$ cat src/rtl/uart_wave_loader.sv
`timescale 1ns/1ps
// UART 8N1 receiver plus packet parser that streams 16-bit wave samples into
// the sample RAM write port and publishes the completed wave width.
module uart_wave_loader #(
  parameter int         CLKS_PER_BIT = 217,
  parameter int         TIMEOUT_CLKS = 25000,
  parameter logic [7:0] SYNC_BYTE    = 8'hA5
) (
  input  logic        clk_25mhz,
  input  logic        rst_in,
  input  logic        uart_rx,
  output logic [15:0] sample_index_out,
  output logic [15:0] sample_data_out,
  output logic        sample_we_out,
  output logic [15:0] wave_width_out,
  output logic        load_done_out,
  output logic        frame_err_out,
  output logic        busy_out
);

  localparam int            CW        = $clog2(CLKS_PER_BIT);
  localparam logic [CW-1:0] BIT_LAST  = CW'(CLKS_PER_BIT - 1);
  localparam logic [CW-1:0] HALF_LAST = CW'(CLKS_PER_BIT / 2 - 1);
  localparam int            TW        = $clog2(TIMEOUT_CLKS + 1);
  localparam logic [TW-1:0] TMO_LAST  = TW'(TIMEOUT_CLKS);

  typedef enum logic [1:0] {R_IDLE, R_START, R_DATA, R_STOP} rx_state_t;
  typedef enum logic [2:0] {P_WAIT_SYNC, P_LEN_LO, P_LEN_HI, P_DATA_LO, P_DATA_HI} pkt_state_t;

  logic          rx_meta_q, rx_s_q;
  rx_state_t     rstate_q, rstate_d;
  logic [CW-1:0] cnt_q, cnt_d;
  logic [2:0]    bit_idx_q, bit_idx_d;
  logic [7:0]    shift_q, shift_d;
  logic          stop_wait_q, stop_wait_d;
  logic          byte_valid_q, byte_valid_d;
  logic          byte_err_q, byte_err_d;

  // Bit receiver: synchronizer and state register
  always_ff @(posedge clk_25mhz) begin
    if (rst_in) begin
      rx_meta_q    <= 1'b1;
      rx_s_q       <= 1'b1;
      rstate_q     <= R_IDLE;
      cnt_q        <= '0;
      bit_idx_q    <= '0;
      stop_wait_q  <= 1'b0;
      byte_valid_q <= 1'b0;
      byte_err_q   <= 1'b0;
    end else begin
      rx_meta_q    <= uart_rx;
      rx_s_q       <= rx_meta_q;
      rstate_q     <= rstate_d;
      cnt_q        <= cnt_d;
      bit_idx_q    <= bit_idx_d;
      stop_wait_q  <= stop_wait_d;
      byte_valid_q <= byte_valid_d;
      byte_err_q   <= byte_err_d;
    end
    shift_q <= shift_d;
  end

  always_comb begin
    rstate_d     = rstate_q;
    cnt_d        = cnt_q + 1'b1;
    bit_idx_d    = bit_idx_q;
    shift_d      = shift_q;
    stop_wait_d  = stop_wait_q;
    byte_valid_d = 1'b0;
    byte_err_d   = 1'b0;
    case (rstate_q)
      R_IDLE: begin
        cnt_d       = '0;
        stop_wait_d = 1'b0;
        if (!rx_s_q) rstate_d = R_START;
      end
      R_START: begin
        if (cnt_q == HALF_LAST) begin
          cnt_d     = '0;
          bit_idx_d = '0;
          rstate_d  = rx_s_q ? R_IDLE : R_DATA;
        end
      end
      R_DATA: begin
        if (cnt_q == BIT_LAST) begin
          cnt_d     = '0;
          shift_d   = {rx_s_q, shift_q[7:1]};
          bit_idx_d = bit_idx_q + 1'b1;
          if (bit_idx_q == 3'd7) rstate_d = R_STOP;
        end
      end
      R_STOP: begin
        // After a bad stop bit, hold here until the line returns idle
        if (stop_wait_q) begin
          cnt_d = '0;
          if (rx_s_q) begin
            stop_wait_d = 1'b0;
            rstate_d    = R_IDLE;
          end
        end else if (cnt_q == BIT_LAST) begin
          cnt_d = '0;
          if (rx_s_q) begin
            byte_valid_d = 1'b1;
            rstate_d     = R_IDLE;
          end else begin
            byte_err_d  = 1'b1;
            stop_wait_d = 1'b1;
          end
        end
      end
      default: rstate_d = R_IDLE;
    endcase
  end

  pkt_state_t    pstate_q, pstate_d;
  logic [15:0]   len_q, len_d;
  logic [15:0]   idx_q, idx_d;
  logic [15:0]   idx_inc;
  logic [7:0]    lo_q, lo_d;
  logic [TW-1:0] tmo_q, tmo_d;
  logic [15:0]   sidx_q, sidx_d;
  logic [15:0]   sdata_q, sdata_d;
  logic [15:0]   width_q, width_d;
  logic          we_q, we_d;
  logic          done_q, done_d;
  logic          ferr_q, ferr_d;
  logic          busy;

  // Packet FSM: state and output registers
  always_ff @(posedge clk_25mhz) begin
    if (rst_in) begin
      pstate_q <= P_WAIT_SYNC;
      tmo_q    <= '0;
      sidx_q   <= '0;
      sdata_q  <= '0;
      width_q  <= '0;
      we_q     <= 1'b0;
      done_q   <= 1'b0;
      ferr_q   <= 1'b0;
    end else begin
      pstate_q <= pstate_d;
      tmo_q    <= tmo_d;
      sidx_q   <= sidx_d;
      sdata_q  <= sdata_d;
      width_q  <= width_d;
      we_q     <= we_d;
      done_q   <= done_d;
      ferr_q   <= ferr_d;
    end
    len_q <= len_d;
    idx_q <= idx_d;
    lo_q  <= lo_d;
  end

  assign busy    = (pstate_q != P_WAIT_SYNC);
  assign idx_inc = idx_q + 16'd1;

  always_comb begin
    pstate_d = pstate_q;
    len_d    = len_q;
    idx_d    = idx_q;
    lo_d     = lo_q;
    sidx_d   = sidx_q;
    sdata_d  = sdata_q;
    width_d  = width_q;
    we_d     = 1'b0;
    done_d   = 1'b0;
    ferr_d   = ferr_q;
    if (!busy || byte_valid_q) tmo_d = '0;
    else                       tmo_d = tmo_q + 1'b1;

    // Abort wins over a byte arriving in the same cycle
    if (busy && (byte_err_q || tmo_q == TMO_LAST)) begin
      pstate_d = P_WAIT_SYNC;
      ferr_d   = 1'b1;
    end else if (byte_valid_q) begin
      case (pstate_q)
        P_WAIT_SYNC: begin
          if (shift_q == SYNC_BYTE) begin
            pstate_d = P_LEN_LO;
            ferr_d   = 1'b0;
            idx_d    = '0;
          end
        end
        P_LEN_LO: begin
          len_d    = {len_q[15:8], shift_q};
          pstate_d = P_LEN_HI;
        end
        P_LEN_HI: begin
          len_d = {shift_q, len_q[7:0]};
          if ({shift_q, len_q[7:0]} == 16'd0) begin
            ferr_d   = 1'b1;
            pstate_d = P_WAIT_SYNC;
          end else begin
            pstate_d = P_DATA_LO;
          end
        end
        P_DATA_LO: begin
          lo_d     = shift_q;
          pstate_d = P_DATA_HI;
        end
        P_DATA_HI: begin
          sdata_d = {shift_q, lo_q};
          sidx_d  = idx_q;
          we_d    = 1'b1;
          idx_d   = idx_inc;
          if (idx_inc == len_q) begin
            width_d  = len_q;
            done_d   = 1'b1;
            pstate_d = P_WAIT_SYNC;
          end else begin
            pstate_d = P_DATA_LO;
          end
        end
        default: pstate_d = P_WAIT_SYNC;
      endcase
    end
  end

  assign sample_index_out = sidx_q;
  assign sample_data_out  = sdata_q;
  assign sample_we_out    = we_q;
  assign wave_width_out   = width_q;
  assign load_done_out    = done_q;
  assign frame_err_out    = ferr_q;
  assign busy_out         = busy;

endmodule
$ cat config.mk
export PLATFORM = sky130hd
export DESIGN_NAME = uart_wave_loader
export DESIGN_NICKNAME = d
export VERILOG_FILES = /design/src/rtl/uart_wave_loader.sv
export SDC_FILE = /design/constraint.sdc
export NUM_CORES = 1
export LEC_CHECK = 0
export ABC_CLOCK_PERIOD_IN_PS = 4150
export BUFFER_PORTS_ARGS = -buffer_cell sky130_fd_sc_hd__buf_2
export CORE_MARGIN = 2
export CORE_UTILIZATION = 59
export DETAILED_ROUTE_END_ITERATION = 10
export HOLD_SLACK_MARGIN = 0.06
export PLACE_DENSITY = 0.87
export SKIP_LAST_GASP = 1
export SYNTH_ARGS = -nofsm -noshare
export SYNTH_HDL_FRONTEND = slang
export SYNTH_SLANG_ARGS = --single-unit
$ cat constraint.sdc
create_clock -name clk_25mhz -period 4.15 [get_ports clk_25mhz]
set_input_delay 0.6225 -clock clk_25mhz [delete_from_list [all_inputs] [get_ports clk_25mhz]]
set_output_delay 0.6225 -clock clk_25mhz [all_outputs]
set_load 0.05 [all_outputs]
Word-level counts from Yosys, hierarchy flattened
Index checks and enable logic that the tools add are counted.
{"block": "totals", "reg_bits": 135, "input_bits": 3, "out_inout_bits": 52}
{"block": "classes", "add_sub_neg": 4, "eq_ne": 21, "n_mux": 35, "bitwise": 7, "n_reduce_logical": 30}
{"operator": "$pmux W16 S2", "count": 2}
{"operator": "$pmux W8 S4", "count": 1}
{"operator": "$mux W8", "count": 3}
{"operator": "$mux W2", "count": 10}
{"operator": "$reduce_and A4 Y1", "count": 5}
{"operator": "$add A16 B1 Y16 const B", "count": 1}
{"operator": "$eq A16 B16 Y1", "count": 1}
{"operator": "$eq A8 B8 Y1 const B", "count": 2}
{"operator": "$logic_not A16 Y1", "count": 1}
{"operator": "$mux W16", "count": 1}
{"operator": "$add A15 B1 Y15 const B", "count": 1}
{"operator": "$eq A15 B15 Y1 const B", "count": 1}
{"operator": "$pmux W3 S5", "count": 1}
{"operator": "$mux W1", "count": 10}
{"operator": "$ne A2 B2 Y1 const B", "count": 5}
{"operator": "$mux W3", "count": 3}
{"operator": "$ne A3 B3 Y1 const B", "count": 3}
{"operator": "$reduce_and A3 Y1", "count": 3}
{"operator": "$add A8 B1 Y8 const B", "count": 1}
{"operator": "$eq A8 B7 Y1 const B", "count": 1}
{"operator": "$pmux W2 S4", "count": 1}
{"operator": "$reduce_bool A2 Y1", "count": 4}
{"operator": "$reduce_or A4 Y1", "count": 2}
{"operator": "$not A1 Y1", "count": 7}
{"operator": "18 further kinds", "count": 27}

Logic depth before layout (Yosys ltp)
{"block": "logic_depth", "depth_word": 5, "mapped_depth": 10}

Worst setup path after synthesis
Ideal clock, no wire load.
{"block": "synth_timing", "path_kind": "reg-to-reg", "start": "register pstate_q[0]", "end": "register idx_q[0], enable pin", "setup_time_ns": 0.413, "arrival_ns": 2.611, "t_required_ns": 3.737, "path_slack_ns": 1.127, "stages_incl_launch_ff": 7, "synth_period_minus_slack_ns": 3.023, "path_cell_list": "dfxtp_1 -> clkbuf_1 -> or2_2 -> nor2_1 -> inv_1 -> nand2_1 -> nor3b_1"}
{"block": "synth_via", "elab_chain_cells": 4}
{"item": "start, declared", "line_no": "115", "source": "pkt_state_t pstate_q, pstate_d;"}
{"item": "start signal, assigned", "line_no": "141", "source": "pstate_q <= pstate_d;"}
{"item": "$reduce_bool A3 Y1", "line_no": "155", "source": "assign busy = (pstate_q != P_WAIT_SYNC);"}
{"item": "named net busy_out", "line_no": "18", "source": "output logic busy_out"}
{"item": "$logic_and A1 B1 Y1", "line_no": "173", "source": "if (busy && (byte_err_q || tmo_q == TMO_LAST)) begin"}
{"item": "$not A1 Y1 (no line)"}
{"item": "$reduce_and A4 Y1 (no line)"}
{"item": "end signal, assigned", "line_no": "151", "source": "idx_q <= idx_d;"}
{"item": "end, declared", "line_no": "117", "source": "logic [15:0] idx_q, idx_d;"}
The timed path passes the listed nets, and every way through them passes these cells.
A chain may end at the register's enable or synchronous reset.

Worst setup path in the final report
{"block": "layout_timing", "start": "register idx_q[0]", "end": "register width_q[11] (netlist: wave_width_out[11])"}
{"block": "layout_via", "elab_chain_cells": 3}
{"item": "$add A16 B1 Y16", "line_no": "156", "source": "assign idx_inc = idx_q + 16'd1;"}
{"item": "$eq A16 B16 Y1", "line_no": "207", "source": "if (idx_inc == len_q) begin"}
{"item": "$reduce_and A4 Y1 (no line)"}
{"item": "end signal, assigned", "line_no": "145", "source": "width_q <= width_d;"}
{"item": "end, declared", "line_no": "123", "source": "logic [15:0] width_q, width_d;"}
Every way passes these cells.

==> impl_metrics.py <==
metrics = {
    "status": {
        "outcome": "finished clean",
    },
    "yosys": {
        "synth_area_um2": 6170,
        "synth_edf_count": 48,
        "synthCells": 644,
        "synth-seq-cells": 135,
        "synth.net_count": 660,
        "async_flop_share_pct": 0,
        "avgSynthCellArea_um2": 9.58,
        "seq_area_frac_synth_pct": 51.6,
        "ys_types": 54,
        "yosysWarnings": 0,
        "ys.flop_type": "dfxtp_1",
    },
    "flow_run": {
        "maxCapViolCount": 0,
    },
    "clock_network": {
        "post_cts_buffers": 0,
        "htree_levels": 4,
        "cts_tree": "done",
        "clk_pin_slew_ps": 60,
        "clkLatencyLatePin_ps": 530,
        "cts_buffers": 17,
        "cts_buffer_depth": 2,
        "cts_hold_buf": 0,
        "cts_resized": 0,
        "cts_root_buf": "clkbuf_8",
        "clkSinkCount": 135,
    },
    "global_route": {
        "grt_usage_pct": 27.2,
        "antenna_found_initial": 0,
        "grt_pass1_wl_um": 23800,
        "grt_pass1_vias": 4813,
        "grt_overflow": 0,
        "grt_max_degree": 77,
    },
    "cells_and_area": {
        "final_area_um2": 7150,
        "postLayoutCoreUtil_pct": 69.9,
        "layout.nets": 704,
        "antenna_cells": 0,
        "finalNonFillerCells": 837,
        "mostFrequentLayoutCell": "nand2_1",
        "syn2layout_area_growth_pct": 15.9,
        "drive_gt1_share_pct": 15.3,
        "final_cell_mix": "nand2_1, dfxtp_1, buf_2",
    },
    "routing": {
        "viasPerCell": 5.94,
        "wl_per_cell_um": 17.7,
        "ant_nets": 0,
        "dr.pass1.iters": 6,
        "via_count": 4971,
        "drt_iter0_drc": 372,
        "wl_um": 14800,
        "remaining_drc_errors": 0,
    },
    "die": {
        "die_x_um": 106,
        "die_area_um2": 11300,
        "start_util_pct": 60.3,
        "core_area_um2": 10200,
        "io_pins": 55,
        "die_h_um": 106,
        "rows": 37,
    },
    "sta": {
        "fmax_mhz": 287,
        "layout_min_cycle_time_ps": 3490,
        "fin_setup_tns_ps": 0,
        "rsz0062_at_grt": "false",
        "post-route-period-util_pct": 84.1,
        "worst_slew_pin_slew_ps": 1220,
        "setup_violations": 0,
        "hold_viol_final": 0,
        "final_max_slew_viol_count": 0,
        "slew_headroom_pct": 18.6,
        "fin_worst_skew_ps": 9.55,
    },
    "pwr": {
        "power_density_nw_per_um2": 419,
        "vdd_drop_max_v": 0.000263,
        "p_leak_nw": 2.68,
    },
    "placement": {
        "portBuffers": 54,
        "placed_cell_area_um2": 6530,
        "place_hpwl_um": 10100,
        "dpl.cell_count": 805,
        "place_congestion": 0.902,
    },
    "critical_path": {
        "endpoint_kind": "flop",
        "worst-setup-path-type": "flop to flop",
        "crit_start": "idx_q[0]$_SDFFCE_PN0P_",
        "path_max_fanout": 11,
        "worstPathRequired_ps": 4590,
        "worst_ep_arrival_time_ps": 3930,
        "r2r_start": "idx_q[0]$_SDFFCE_PN0P_",
        "critPathLaunchType": "flop",
    },
    "worst_hold_path": {
        "min-delay-start": "uart_rx",
        "hp-class": "input port to flop",
    },
}
==> per-stage QoR <==
step	power [mW]	hold WS, ps	setup slack [ps]
global placement	1.44	394	950
global route	3.08	269	518
finish	2.99	276	660
floorplan	1.43	389	1130
CTS	3.01	264	751
detailed placement	1.44	405	830
==> cell type report <==
cell class,count,area (µm²)
Clock buffer,17,414
Clock inverter,15,210
Fill cell,758,3080
Inverter,19,71.3
Multi-Input combinational cell,454,2780
Sequential cell,135,3180
Tap cell,136,170
Timing Repair Buffer,61,323
==> logic make-up (layout without fill, tap and decap cells) <==
kind of cell,count (synthesis),count (layout),share of synthesized area [%]
DFF,135,135,51.6
AOI/OAI and AO/OA,93,93,9.06
buffers and inverters,55,112,3.63
muxes,15,15,2.47
xor gates and xnor gates,42,42,6.18
adders and majority gates,13,13,2.64
and+or+nand+nor,291,291,24.4
==> routing by layer <==
metal | wire length [µm] | global-route usage, % | vias to the layer above
li1 | - | - | 2340
met1 | 5850 | 33.3 | 2395
met2 | 7580 | 46.6 | 201
met3 | 925 | 6.19 | 35
met4 | 420 | 11.0 | 0
met5 | 0 | 0 | -
==> sequential cells by signal, indices dropped and copies added (netlist names), 3 cells and up, named ones only <==
name / count
idx_q: 16
len_q: 16
sample_data_out: 16
sample_index_out: 16
wave_width_out: 16
tmo_q: 15
cnt_q: 8
lo_q: 8
shift_q: 8
bit_idx_q: 3
pstate_q: 3
==> critical path, stage by stage (launching register included) <==
cell,delay [ps]
edfxtp_1,540
nand3_1,370
nor4_1,550
xnor3_1,300
or4_1,410
or4_1,610
or4_1,480
a21oi_1,150
==> Yosys cell counts (13+ instances only) <==
cell type / count / area, µm²
xnor2_1: 25 / 219
edfxtp_1: 48 / 1440
ha_1: 13 / 163
a21oi_1: 48 / 240
nor2_1: 53 / 199
mux2i_1: 13 / 130
nand3_1: 23 / 115
dfxtp_1: 87 / 1740
nand2_1: 89 / 334
nand2b_1: 27 / 169
o21ai_0: 14 / 70.1
clkbuf_1: 26 / 97.6
xor2_1: 16 / 140
inv_1: 19 / 71.3
==> report_power, final <==
group / internal, mW / total, mW / switching, mW / leakage (nW)
Combinational: 0.0150 / 0.0424 / 0.0274 / 1.30
Clock: 0.945 / 1.59 / 0.640 / 0.300
Sequential: 1.36 / 1.37 / 0.00402 / 1.08
Total: 2.32 / 2.99 / 0.671 / 2.68
==> final timing paths <==
kind | endpoint | slack (ps) | cells past startpoint
min | rx_meta_q$_SDFF_PP1_ | 280 | 2
min reg2reg | rx_s_q$_SDFF_PP1_ | 420 | 1
max | wave_width_out[11]$_SDFFE_PP0P_ | 660 | 7
max reg2reg | wave_width_out[11]$_SDFFE_PP0P_ | 660 | 7
(Power assumes the default switching activity.)
